`src/rtl/mips_trace_harness.sv`:
```
// Self-checking stimulus/checker harness for a single-cycle MIPS core: feeds instructions, compares
// ALUresult per executed cycle. Optional data memory is enabled with `define TRACE_DMEM_EN.
module mips_trace_harness #(
    parameter int WIDTH      = 32,
    parameter int IDEPTH     = 64,
    parameter int DDEPTH     = 64,
    parameter int MAX_CYCLES = 256
) (
    input  logic                    clk,
    input  logic                    reset,
    input  logic                    start,
    input  logic                    load_en,
    input  logic                    load_sel,
    input  logic [$clog2(IDEPTH)-1:0] load_addr,
    input  logic [WIDTH-1:0]        load_data,
    input  logic [$clog2(IDEPTH):0] prog_len,
    output logic                    cpu_reset,
    input  logic [WIDTH-1:0]        pc,
    output logic [WIDTH-1:0]        instr,
    input  logic                    memwrite,
    input  logic [WIDTH-1:0]        ALUresult,
    input  logic [WIDTH-1:0]        writedata,
    output logic [WIDTH-1:0]        readdata,
    output logic                    busy,
    output logic                    done,
    output logic                    pass,
    output logic                    timeout,
    output logic [15:0]             err_count,
    output logic [15:0]             cycle_count,
    output logic [WIDTH-1:0]        fail_pc
);

    localparam int AW = $clog2(IDEPTH);

    typedef enum logic [1:0] {StIdle, StRun, StDone} state_t;

    state_t            state;
    logic              first;
    logic [WIDTH-1:0]  imem    [IDEPTH];
    logic [WIDTH-1:0]  exp_mem [IDEPTH];
    logic [IDEPTH-1:0] exp_valid;

    logic [WIDTH-1:0] pc_word;
    logic [AW-1:0]    pc_idx;
    logic             executing;
    logic             beyond_prog;
    logic             beyond_mem;
    logic             bad_cycle;
    logic [15:0]      err_inc;
    logic [15:0]      cyc_inc;
    logic             load_ok;

    always_comb begin
        pc_word     = {2'b00, pc[WIDTH-1:2]};
        pc_idx      = pc[AW+1:2];
        executing   = (state == StRun) && !first;
        cpu_reset   = !executing;
        busy        = (state == StRun);
        pass        = done && (err_count == 16'd0) && !timeout;
        instr       = executing ? imem[pc_idx] : '0;
        beyond_prog = pc_word >= WIDTH'(prog_len);
        beyond_mem  = pc_word >= WIDTH'(IDEPTH);
        // A misaligned PC is one error on its own; its table entry is not compared.
        bad_cycle   = (pc[1:0] != 2'b00) ||
                      (exp_valid[pc_idx] && (exp_mem[pc_idx] != ALUresult));
        err_inc     = (err_count == 16'hFFFF) ? err_count : err_count + 16'd1;
        cyc_inc     = (cycle_count == 16'hFFFF) ? cycle_count : cycle_count + 16'd1;
        load_ok     = load_en && (state != StRun);
    end

    always_ff @(posedge clk) begin
        if (load_ok) begin
            if (load_sel) exp_mem[load_addr] <= load_data;
            else          imem[load_addr]    <= load_data;
        end
    end

    always_ff @(posedge clk or posedge reset) begin
        if (reset) begin
            exp_valid <= '0;
        end else if (load_ok && load_sel) begin
            exp_valid[load_addr] <= 1'b1;
        end
    end

    always_ff @(posedge clk or posedge reset) begin
        if (reset) begin
            state       <= StIdle;
            first       <= 1'b0;
            done        <= 1'b0;
            timeout     <= 1'b0;
            err_count   <= '0;
            cycle_count <= '0;
            fail_pc     <= '0;
        end else if (start) begin
            state       <= StRun;
            first       <= 1'b1;
            done        <= 1'b0;
            timeout     <= 1'b0;
            err_count   <= '0;
            cycle_count <= '0;
            fail_pc     <= '0;
        end else begin
            case (state)
                StRun: begin
                    if (first) begin
                        first <= 1'b0;
                    end else if (beyond_prog) begin
                        state <= StDone;
                        done  <= 1'b1;
                    end else if (cycle_count == 16'(MAX_CYCLES - 1)) begin
                        state   <= StDone;
                        done    <= 1'b1;
                        timeout <= 1'b1;
                    end else if (beyond_mem) begin
                        state     <= StDone;
                        done      <= 1'b1;
                        err_count <= err_inc;
                        if (err_count == 16'd0) fail_pc <= pc;
                    end else begin
                        cycle_count <= cyc_inc;
                        if (bad_cycle) begin
                            err_count <= err_inc;
                            if (err_count == 16'd0) fail_pc <= pc;
                        end
                    end
                end
                default: ;
            endcase
        end
    end

`ifdef TRACE_DMEM_EN
    localparam int DW = $clog2(DDEPTH);

    logic [WIDTH-1:0] dmem [DDEPTH];
    logic             d_inrange;
    logic [DW-1:0]    d_idx;
    logic             unused_dmem;

    always_comb begin
        d_inrange   = {2'b00, ALUresult[WIDTH-1:2]} < WIDTH'(DDEPTH);
        d_idx       = ALUresult[DW+1:2];
        readdata    = d_inrange ? dmem[d_idx] : '0;
        unused_dmem = ^ALUresult[1:0];
    end

    always_ff @(posedge clk) begin
        if (memwrite && (state == StRun) && d_inrange) dmem[d_idx] <= writedata;
    end
`else
    logic unused_dmem;

    always_comb begin
        readdata    = '0;
        unused_dmem = ^{memwrite, writedata};
    end
`endif

endmodule

```
`config.mk`:
```
export PLATFORM = sky130hd
export DESIGN_NAME = mips_trace_harness
export DESIGN_NICKNAME = d
export VERILOG_FILES = /design/src/rtl/mips_trace_harness.sv
export SDC_FILE = /design/constraint.sdc
export NUM_CORES = 2
export LEC_CHECK = 0
export ABC_AREA = 1
export CORE_ASPECT_RATIO = 2
export CORE_UTILIZATION = 25
export CTS_CLUSTER_DIAMETER = 50
export DETAILED_ROUTE_END_ITERATION = 6
export HOLD_SLACK_MARGIN = 0.1
export PLACE_DENSITY = 0.36
export REMOVE_ABC_BUFFERS = 1
export SLEW_MARGIN = 20
export SYNTH_ARGS = -nofsm -noshare
export SYNTH_HDL_FRONTEND = slang
export SYNTH_SLANG_ARGS = --single-unit
```
`constraint.sdc`:
```
create_clock -name clk -period 4.85 [get_ports clk]
set_input_delay 0.97 -clock clk [delete_from_list [all_inputs] [get_ports clk]]
set_output_delay 0.97 -clock clk [all_outputs]
set_load 0.01 [all_outputs]
```
# Word level (Yosys, flattened, before mapping)
# Memories as Yosys holds them, arrays and structs flattened.
# Cells that the tools add are included.
[op_classes]
addsub = 2
n_lt_le_gt_ge = 5
eq_ne = 11
muxes = 53
bitwise_logic = 1
reduce_logical = 21
[ops]
columns = ["op", "count"]
rows = [
  ["2-to-1 mux 32 bit", 9],
  ["2-to-1 mux 16 bit", 15],
  ["OR 64 bit", 1],
  ["adder 16 x 1 -> 16 bit (second input constant)", 2],
  ["equality test 16 bit (second input constant)", 2],
  ["!= test 32 bit", 1],
  ["greater-or-equal comparator 30 x 7 -> 1 bit", 1],
  ["greater-or-equal comparator 30 x 7 -> 1 bit (second input constant)", 1],
  ["2-to-1 mux 1 bit", 21],
  ["equality test 16 x 8 -> 1 bit (second input constant)", 1],
  ["zero test 16 bit", 1],
  ["less-than comparator 6 x 7 -> 1 bit (second input constant)", 2],
  ["2-to-1 mux 2 bit", 6],
  ["!= test 2 bit (second input constant)", 4],
  ["logical AND 1 bit", 7],
  ["binary-select mux 1 bit (select 6 bit)", 1],
  ["demux 1 bit (select 6 bit)", 1],
  ["greater-or-equal comparator 6 x 1 -> 1 bit (second input constant)", 1],
  ["AND reduction 6 bit", 1],
  ["nonzero test 2 bit", 3],
  ["AND reduction 5 bit", 1],
  ["!= test 2 x 1 -> 1 bit (second input constant)", 2],
  ["AND reduction 4 bit", 1],
  ["nonzero test 4 bit", 1],
  ["other kinds (5)", 7],
]
[word_totals]
register_bits = 133
ramBits = 4096
in_bits = 147
output_inout_bits = 133
elab_cells = 103
memories = 2
[memory_table]
columns = ["name", "words", "width", "rd", "rd_clocked_by_memory_dff", "wr", "line_no", "rtl"]
rows = [
  ["exp_mem", 64, 32, 1, 0, 1, "40", "logic [WIDTH-1:0] exp_mem [IDEPTH];"],
  ["imem", 64, 32, 1, 0, 1, "39", "logic [WIDTH-1:0] imem [IDEPTH];"],
]

# Logic depth before layout (Yosys ltp)
[logic_depth]
ltp_word = 11
depth_mapped = 25
mapped_depth_nobuf = 21

# Worst setup path before layout
# Ideal clock, no wire load.
[synth_path]
path_type = "input to output"
start = "in pc[4]"
end = "out instr[16]"
arrival_time_ps = 3051
t_required_ps = 3880
setup_slack_ps = 829
cell_stages = 12
path_buffers = 7
cell_sequence = "buf_4 > inv_2 > buf_2 > buf_2 > buf_4 > buf_2 > buf_2 > clkbuf_1 > nor2_1 > o32ai_1 > nand2_1 > a311oi_1"
[synth_via]
elab_chain_len = 2
[synth_lines]
columns = ["item", "line_no", "rtl"]
rows = [
  ["from (decl)", "18", "input logic [WIDTH-1:0] pc,"],
  ["memory read (64 x 32 bit)", "-", ""],
  ["2-to-1 mux 32 bit", "60", "instr = executing ? imem[pc_idx] : '0;"],
  ["to (decl)", "19", "output logic [WIDTH-1:0] instr,"],
]
# No other way between the ends.

# Worst setup path in the final report
[layout_path]
start = "in pc[2]"
end = "out instr[0]"
# Same word-level chain as after synthesis.

==> flow_metrics.tcl <==
set metrics [dict create \
    status "finished with violations" \
    violations "negative setup slack" \
    grt_pass1_vias 113000 \
    cp.arrival_ns 3.94 \
    gr-total-overflow 0 \
    whs_ns 0.323 \
    cts_tree "built" \
    netlist_area_um2 169000 \
    start_kind "primary input" \
    die_h_um 1160 \
    clock_sinks 4228 \
    ant_nets 0 \
    drive_gt1_share_pct 13.1 \
    hold_path_class "primary input to flop" \
    syn_avg_cell_area_um2 12.4 \
    drv_cap 0 \
    synth_top_area_share_pct 72.8 \
    pwr-share-clk_pct 41.8 \
    cts_buffers 439 \
    hpwlAfterDp_um 416000 \
    clock.fmax_ghz 0.204 \
    regToRegSetupSlack_ns 1.63 \
    gp_congestion 0.790 \
    synth_largest_area_cell "edfxtp_1" \
    area_delta_synth_final_pct 21.5 \
    die_x_um 583 \
    final_nets 14400 \
    path_buf_inv 7 \
    final_area_um2 205000 \
    tightest_slew_ns 1.11 \
    syn-instance-count 13600 \
    coreArea_um2 673000 \
    clk_latency_ns 1.10 \
    cp_top_family "buffers and inverters" \
    port-buffer-count 214 \
    yosysMostFrequentCell "edfxtp_1" \
    multi_input_area_um2 39200 \
    ys_top_cells_by_count "edfxtp_1, nand2_1, nand3_1" \
    final.min_clock_period_ns 4.91 \
    fin_tns_setup_ns -0.110 \
    internal_power_uw 60200 \
    cts_buffer_depth 5 \
    antenna_found_initial 32 \
    cp-end-kind "output port" \
    synth.distinct_cells 38 \
    drcViolationCount 0 \
    boundaryPins 280 \
    slew_headroom_pct 26.0 \
    dieArea_um2 679000 \
    clk_pin_slew_worst_paths_ns 0.07 \
    ir_drop_mv 0.300 \
    p_per_area_nw_per_um2 388 \
    seq_area_um2 126000 \
    crit_chain "buf_16, inv_16, buf_12, buf_12, o21ai_0, o22ai_1, nor2_1, o32ai_2, buf_4, nand2_1, a311oi_4, buf_4, clkdlybuf4s50_1" \
    wl_per_cell_um 28.4 \
    htree_levels 5 \
    start_util_pct 25.1 \
    path_max_fanout 75 \
    cts_root_buf "clkbuf_16" \
    synth.area.top_cells "edfxtp_1, nand3_1, nand2_1" \
    power_frac_comb_pct 7.6 \
    hold_viol_final 0 \
    required_ns 3.88 \
    dr_total_vias 112000 \
    seqPwrFrac_pct 50.6 \
    min_period_over_period_pct 101 \
    cpPeakStageDelay_ns 0.53 \
    synth_edf_count 4096 \
    grt_max_degree 132 \
    leakagePower_uw 0.0688 \
    report.final.slew_viol_count 0 \
    critPathKind "primary input to output port" \
    dr.pass1.iters 5 \
    grt_usage_pct 19.4 \
    rows 426 \
    rsz0062_at_grt "yes" \
    synth_seq_cells 4228 \
    synthFlopType "edfxtp_1" \
    setup_viol 3 \
    grt_first_pass_wirelength_um 926000 \
    synthArstFlopShare_pct 3.12 \
    fill_cells 68300 \
    p_sw_uw 19300 \
    via_per_inst 4.73 \
    placed_cell_area_um2 190000 \
    skew_ns 0.0863 \
    wl_um 673000 \
    switching_share_pct 24.3 \
    yosysSeqAreaShare_pct 74.8 \
    setup_ws_ns -0.0595 \
    drt-initial-drc-count 7466 \
    finalCoreUtilization_pct 30.5 \
    crit_path_top_delay_cell "clkdlybuf4s50_1" \
    yosysWarningCount 0 \
]
worst paths after layout:
check	start	end	cells after the start
max	pc[2]	instr[0]	13
min	load_data[2]	exp_mem[59][2]$_DFFE_PP_	1
max reg2reg	err_count[0]$_DFFE_PP0P_	err_count[2]$_DFFE_PP0P_	16
min reg2reg	fail_pc[29]$_DFFE_PP0P_	fail_pc[29]$_DFFE_PP0P_	2
max in group asynchronous	reset	fail_pc[19]$_DFFE_PP0P_	3
min in group asynchronous	reset	cycle_count[5]$_DFFE_PP0P_	2
per-layer routing:
metal	wire [um]	global-route usage, %	vias up
met5	77	0	-
met4	25900	7.22	12
met3	21400	1.82	769
met2	370000	37.6	2325
met1	255000	21.6	57900
li1	-	-	50800
power groups by stage:
stage	logic, uW	registers, uW	clock network [uW]
floorplan	2680	41000	0
global placement	6030	41000	0
detailed placement	6030	41000	0
CTS	6160	40200	34200
global route	6520	40200	35300
finish	6060	40200	33300
through the flow:
step | instances | power (uW) | setup slack, ns
after global routing | 23600 | 82000 | -0.156
after floorplan | 12700 | 43700 | -14.39
final | 23600 | 79600 | -0.0595
after CTS | 23600 | 80600 | -0.218
after global placement | 22800 | 47000 | -0.707
after detailed placement | 22800 | 47000 | -0.661
cells by family after synthesis:
logic type | after synthesis | share of synthesized area, %
buffers and inverters | 1100 | 2.94
adders and majority gates | 10 | 0.0741
other | 1 | 0.00222
xor gates and xnor gates | 1 | 0.00519
AOI/OAI and AO/OA | 2086 | 6.79
DFF | 4228 | 74.8
and+or+nand+nor | 6167 | 15.4
worst reg2reg max path, cell delays in order (launching register included):
cell	delay [ns]
dfrtp_1	0.42
ha_1	0.19
nand2_1	0.07
nor2_1	0.09
inv_1	0.06
nor2_1	0.15
nand2_1	0.10
nor3_1	0.23
nand2_1	0.13
nor2_1	0.18
inv_1	0.06
nor2_1	0.29
a31o_2	0.22
clkinv_1	0.37
nand3_4	0.41
nand2_1	0.09
nand2_1	0.06
cells in the final DEF (no fill, tap or decap), types with 22 or more instances in the layout:
master	n
edfxtp_1	4096
nand2_1	2474
nand3_1	2022
nor2_1	1390
o21ai_0	1269
buf_4	636
o22ai_1	610
clkbuf_16	453
buf_12	313
clkdlybuf4s50_1	149
dfrtp_1	132
nor2_4	128
inv_1	120
clkbuf_1	101
clkinv_2	78
clkinv_1	76
a21oi_1	60
or2_2	59
o21ai_1	43
nor3_1	32
conb_1	32
nand4_1	31
buf_6	31
buf_16	28
clkinvlp_4	27
o22ai_2	23
bufinv_16	22
cell type report:
cell class / count / area share (%)
diodes: 18 / 0.0220
clock inverters: 230 / 0.895
flip-flops and latches: 4228 / 61.6
multi-input cells: 8296 / 19.1
repair buffers: 1194 / 6.96
clock buffers: 556 / 5.70
well taps: 8988 / 5.48
inverters: 129 / 0.268
state kept, by name, indices dropped and copies added, names as in the netlist:
| signal | flops |
|---|---|
| done | 1 |
| imem | 2048 |
| first | 1 |
| state | 1 |
| fail_pc | 32 |
| exp_valid | 64 |
| err_count | 16 |
| timeout | 1 |
| exp_mem | 2048 |
| cycle_count | 16 |
repair_timing:
item                                   4_1_cts  5_1_grt
setup buffers                                9       20
resized for setup                          115       67
cloned                                       9        4
hold buffers                                 1        0
pin swaps                                   21       31
endpoints found under the hold margin        1        0
setup endpoints to repair                   28       21
(Power assumes the default switching activity.)
